### src/rtl/dmem_arb_pkg.sv
// Shared types and widths for the two-port data-memory arbiter.
package dmem_arb_pkg;

  localparam int XLEN   = 32;
  localparam int MODE_W = 3;

  // Registered owner of the dmem port.
  typedef enum logic [1:0] {
    IDLE = 2'd0,
    OWN0 = 2'd1,
    OWN1 = 2'd2
  } owner_e;

endpackage

### src/rtl/dmem_arb_pick.sv
// Two-way arbitration pick for the dmem arbiter.
// Tie policy: with DMEM_ARB_RR_EN defined the port that was not served last
// wins; otherwise port 0 always wins a tie.
module dmem_arb_pick
  import dmem_arb_pkg::*;
(
  input  logic   req0_i,
  input  logic   req1_i,
  input  logic   last_served_i,
  output owner_e owner_o
);

  owner_e tie_owner;

`ifdef DMEM_ARB_RR_EN
  assign tie_owner = last_served_i ? OWN0 : OWN1;
`else
  logic unused_last_served;
  assign unused_last_served = last_served_i;
  assign tie_owner          = OWN0;
`endif

  // Select the next owner from the requests present this cycle.
  always_comb begin
    // NOTE: owner_o is given a default first so every path assigns it and no latch is inferred.
    owner_o = IDLE;
    if (req0_i && req1_i) begin
      owner_o = tie_owner;
    end else if (req0_i) begin
      owner_o = OWN0;
    end else if (req1_i) begin
      owner_o = OWN1;
    end
  end

endmodule

### src/rtl/dmem_arbiter.sv
// Shares one dmem port between the load/store port (0) and a secondary
// master (1). Grants follow a registered owner, locked bursts are bounded
// by MAX_BURST, and read data returns registered one cycle after the grant.
// Optional macro DMEM_ARB_RR_EN selects round-robin ties (default: port 0
// has fixed priority).
module dmem_arbiter
  import dmem_arb_pkg::*;
#(
  parameter int MAX_BURST = 8
) (
  input  logic              clk,
  input  logic              reset,
  input  logic              req0,
  input  logic              req1,
  input  logic              we0,
  input  logic              we1,
  input  logic [XLEN-1:0]   addr0,
  input  logic [XLEN-1:0]   addr1,
  input  logic [XLEN-1:0]   wd0,
  input  logic [XLEN-1:0]   wd1,
  input  logic [MODE_W-1:0] mode0,
  input  logic [MODE_W-1:0] mode1,
  input  logic              lock0,
  input  logic              lock1,
  output logic              gnt0,
  output logic              gnt1,
  output logic              rvalid0,
  output logic              rvalid1,
  output logic [XLEN-1:0]   rdata0,
  output logic [XLEN-1:0]   rdata1,
  output logic              mem_we,
  output logic [XLEN-1:0]   mem_a,
  output logic [XLEN-1:0]   mem_wd,
  output logic [MODE_W-1:0] mem_mode,
  input  logic [XLEN-1:0]   mem_rd
);

  localparam int               CNT_W     = (MAX_BURST > 1) ? $clog2(MAX_BURST) : 1;
  // Highest burst count at which a locked owner may still keep the port.
  localparam logic [CNT_W-1:0] LAST_BEAT = CNT_W'(MAX_BURST - 1);

  owner_e            owner_q, owner_d, pick_owner;
  logic [CNT_W-1:0]  burst_cnt_q, burst_cnt_d;
  logic              last_served_q, last_served_d;
  logic              rvalid0_q, rvalid1_q;
  logic [XLEN-1:0]   rdata0_q, rdata1_q;

  // A grant is also the transfer: the owner is requesting this cycle.
  assign gnt0 = (owner_q == OWN0) && req0;
  assign gnt1 = (owner_q == OWN1) && req1;

  assign rvalid0 = rvalid0_q;
  assign rvalid1 = rvalid1_q;
  assign rdata0  = rdata0_q;
  assign rdata1  = rdata1_q;

  // Drive the dmem port from the granted requester, otherwise all zero.
  always_comb begin
    mem_we   = 1'b0;
    mem_a    = '0;
    mem_wd   = '0;
    mem_mode = '0;
    if (gnt0) begin
      mem_we   = we0;
      mem_a    = addr0;
      mem_wd   = wd0;
      mem_mode = mode0;
    end else if (gnt1) begin
      mem_we   = we1;
      mem_a    = addr1;
      mem_wd   = wd1;
      mem_mode = mode1;
    end
  end

  // The tie policy sees this cycle's transfer, so alternation has no repeats.
  always_comb begin
    last_served_d = last_served_q;
    if (gnt0) begin
      last_served_d = 1'b0;
    end else if (gnt1) begin
      last_served_d = 1'b1;
    end
  end

  dmem_arb_pick u_pick (
    .req0_i        (req0),
    .req1_i        (req1),
    .last_served_i (last_served_d),
    .owner_o       (pick_owner)
  );

  // Next owner: extend a locked burst while under the limit, else re-arbitrate.
  always_comb begin
    owner_d     = pick_owner;
    burst_cnt_d = '0;
    if (gnt0 && lock0 && (burst_cnt_q < LAST_BEAT)) begin
      owner_d     = OWN0;
      burst_cnt_d = burst_cnt_q + CNT_W'(1);
    end else if (gnt1 && lock1 && (burst_cnt_q < LAST_BEAT)) begin
      owner_d     = OWN1;
      burst_cnt_d = burst_cnt_q + CNT_W'(1);
    end
  end

  // Owner, burst count and last-served registers.
  always_ff @(posedge clk or negedge reset) begin
    if (!reset) begin
      // NOTE: sequential state is updated with non-blocking assignments only.
      owner_q       <= IDLE;
      burst_cnt_q   <= '0;
      last_served_q <= 1'b1;
    end else begin
      owner_q       <= owner_d;
      burst_cnt_q   <= burst_cnt_d;
      last_served_q <= last_served_d;
    end
  end

  // Capture read data for the port whose read was accepted this cycle.
  always_ff @(posedge clk or negedge reset) begin
    if (!reset) begin
      rvalid0_q <= 1'b0;
      rvalid1_q <= 1'b0;
      rdata0_q  <= '0;
      rdata1_q  <= '0;
    end else begin
      rvalid0_q <= gnt0 && !we0;
      rvalid1_q <= gnt1 && !we1;
      if (gnt0 && !we0) begin
        rdata0_q <= mem_rd;
      end
      if (gnt1 && !we1) begin
        rdata1_q <= mem_rd;
      end
    end
  end

endmodule

### config.mk
export PLATFORM = sky130hd
export DESIGN_NAME = dmem_arbiter
export DESIGN_NICKNAME = d
export VERILOG_FILES = /design/src/rtl/dmem_arb_pkg.sv /design/src/rtl/dmem_arb_pick.sv /design/src/rtl/dmem_arbiter.sv
export SDC_FILE = /design/constraint.sdc
export NUM_CORES = 1
export LEC_CHECK = 0
export CAP_MARGIN = 40
export CORE_ASPECT_RATIO = 1.4
export CORE_MARGIN = 10
export CORE_UTILIZATION = 29
export DETAILED_ROUTE_END_ITERATION = 7
export PLACE_DENSITY = 0.82
export RECOVER_POWER = 25
export SLEW_MARGIN = 20
export SYNTH_ARGS = -nofsm -noshare
export SYNTH_HDL_FRONTEND = slang
export SYNTH_SLANG_ARGS = --single-unit
### constraint.sdc
create_clock -name clk -period 1.4 [get_ports clk]
set_input_delay 0.35 -clock clk [delete_from_list [all_inputs] [get_ports clk]]
set_output_delay 0.35 -clock clk [all_outputs]
set_load 0.1 [all_outputs]
==> flow_summary.yaml <==
run_status:
  status: "finished, violations left"
  violations: "setup timing"
drt:
  drcViolationCount: 0
  drtPass1Iterations: 4
  ant_nets: 0
  drt_wl_total_um: 22800
  wl_per_cell_um: 30.8
  vias_per_cell: 5.12
  drt-initial-drc-count: 139
  vias: 3797
logic_synthesis:
  synth-edff-count: 0
  netlist_instances: 243
  async_reset_ff_share_pct: 100
  syn_area_um2: 3630
  ys_warn_count: 0
  synth_top_area_share_pct: 48.9
  yosys.area.top_type: "dfrtp_1"
  ys_ff_latch: 71
  seq_area_frac_synth_pct: 48.9
  synth.distinct_cells: 17
  synth_top_flop_cell: "dfrtp_1"
  postSynthAreaPerCell_um2: 15.0
  synth_area_leaders: "dfrtp_1 (49%), mux2_4 (24%), a22o_1 (16%), buf_6 (3.7%), mux2_2 (1.9%)"
  synth_nets: 418
clock_network:
  clockBufferDepth: 2
  cts_buffers: 9
  cts_tree: "built"
  htree_levels: 3
  root_buffer: "clkbuf_16"
  clock_latency_ps: 330
  clk_pin_slew_ps: 60
  cts_sinks: 71
global_route:
  grt_max_degree: 72
  grt_pass1_wl_um: 32800
  grt_overflow: 0
  antenna_found_initial: 4
  first_global_vias: 4628
  grtUsageTotal_pct: 25.4
sta:
  worst_slack_ps: -667
  timing.fmax_mhz: 484
  final.min_clock_period_ps: 2070
  clock_skew_ps: 5.18
  slew_violations: 0
  hold_viol_final: 0
  finalSetupViolCount: 135
  slew_headroom_pct: 35.2
  rsz0062_at_grt: "yes"
  worst_slew_pin_slew_ps: 973
  period_share_pct: 148
power_and_ir_drop:
  ir_worst_vdd_mv: 0.739
  clock_power_share_pct: 16.1
  power.share.sequential_pct: 22.0
  netSwitchingPower_mw: 6.63
  p_leak_nw: 4.33
  powerDensity_nw_per_um2: 1430
  swShare_pct: 47.5
  p_comb_share_pct: 61.9
  p_int_mw: 7.33
floorplanning:
  initial_core_util_pct: 29.5
  ios: 310
  row_count: 48
  die-width_um: 115
  dieArea_um2: 17500
  die_y_um: 152
  core-area_um2: 12300
setup_path:
  critical_path_cell_count: 5
  cp.arrival_ps: 1720
  worst_path_largest_cell_delay_ps: 380
  critPathBufInv: 3
  critPathKind: "flop to primary output"
  required_ps: 1050
  reg2regPathDepth: 6
  crit_fanout: 13
  path_cells: "and3b_4 -> buf_12 -> buf_16 -> a22o_4 -> buf_12"
  cpMostUsedCell: "buf_12"
  critPathLaunchType: "flop"
  crit_family: "buffers and inverters"
  critPathSlowestCell: "dfrtp_1"
  critPathCaptureType: "primary output"
placed_design:
  hpwl_um: 17500
  globalplace.congestion: 0.901
  port-buffer-count: 309
  dp_slack_ps: -730
layout:
  drive_above_1_share_pct: 56.6
  final_util_pct: 79.3
  area_growth_pct: 169
  fillers: 633
  layout.nets: 757
worst_hold_path:
  hp-class: "input pin to async pin"
run:
  drv_cap: 0
flip-flops by register name, summed over array words and instances (netlist names):
register     cells
rvalid1          1
burst_cnt_q      3
rdata1          32
rdata0          32
rvalid0          1
owner_q          2
metrics by stage:
stage	hold WS, ps	power, mW	instance area (um2)	TNS (ps)	instances
3_3_place_gp	396	11.4	8920	-84610	698
4_1_cts	56.6	14.0	9750	-63840	735
2_1_floorplan	54.4	7.91	4280	-15900	243
6_report	289	14.0	9760	-60610	741
5_1_grt	395	14.3	9760	-62670	740
3_5_place_dp	408	11.6	8920	-85790	698
power groups by stage:
stage | clock network [mW] | registers [mW] | logic, mW
floorplan | 0 | 6.08 | 1.83
global placement | 0 | 3.04 | 8.38
detailed placement | 0 | 3.08 | 8.47
CTS | 2.26 | 3.06 | 8.67
global route | 2.34 | 3.13 | 8.81
finish | 2.25 | 3.07 | 8.64
worst register-to-register path, cell delays in order (launching register included):
cell and delay (ps):
dfrtp_1 380, buf_4 150, buf_6 120, and4bb_4 360, buf_4 140, buf_12 140
mux2_4 310
logic make-up (layout without fill, tap and decap cells):
| logic type | count (synthesis) | in the layout | share of synthesized area (%) |
|---|---|---|---|
| AO/OA/AOI/OAI | 73 | 73 | 17.3 |
| flip-flops | 71 | 71 | 48.9 |
| multiplexers | 64 | 64 | 25.8 |
| buffers and inverters | 26 | 370 | 5.58 |
| AND/OR/NAND/NOR | 7 | 7 | 1.82 |
| adder cells (fa/ha/maj) | 1 | 1 | 0.344 |
| XOR/XNOR | 1 | 1 | 0.241 |
| other | 0 | 4 | 0 |
area by class of cell:
type	instances	area, um2	area share, %
clock buffer	12	267	2.73
sequential	71	1780	18.2
clock inverter	4	28.8	0.295
inverter	2	7.51	0.0769
timing repair buffer	352	5200	53.2
multi-input combinational	146	2290	23.4
antenna	4	10.0	0.103
tap	150	188	1.92
Yosys cell counts (all sizes together) (2+ instances only):
cell type  count
a211oi         2
and3b          2
a22o          68
inv            2
nand4b         2
and4bb         2
buf           24
dfrtp         71
mux2          64
per-layer routing:
metal | vias up | GRT usage, % | part of all wire, %
li1 | 1623 | - | -
met1 | 1913 | 25.1 | 33
met2 | 233 | 44.4 | 53
met3 | 28 | 13.0 | 12
met4 | 0 | 8.20 | 2.1
met5 | - | 0 | 0
what timing repair did:
| item | 4_1_cts | 5_1_grt |
|---|---|---|
| resized for setup | 37 | 10 |
| cloned | 11 | 2 |
| endpoints found under the setup margin | 134 | 136 |
| hold buffers | 0 | 0 |
| buffers inserted | 10 | 5 |
| pin swaps | 4 | 3 |
path summary, 6_finish.rpt:
path | slack (ps) | from | end
max | -670 | owner_q[1] | mem_wd[0]
min | 290 | reset | rdata0[19]
max reg2reg | -310 | owner_q[1] | rdata0[22]
min reg2reg | 460 | burst_cnt_q[0] | burst_cnt_q[0]
max in group asynchronous | 480 | reset | rdata0[1]
min in group clk | 460 | burst_cnt_q[0] | burst_cnt_q[0]
cell usage in the layout, fill, tap and decap left out, drive strengths merged:
cell type and instances:
dlygate4sd2 2, nand4b 2, and3b 2, clkdlybuf4s50 170
and3 1, buf 177, o22ai 1, clkinvlp 2
inv 2, clkbuf 15, and4bb 2, mux2 64
diode 4, a211oi 2, a21oi 1, ha 1
xnor2 1, dfrtp 71, o21a 1, a22o 68
clkinv 2
Note: power is estimated with default switching activity, not from simulation.
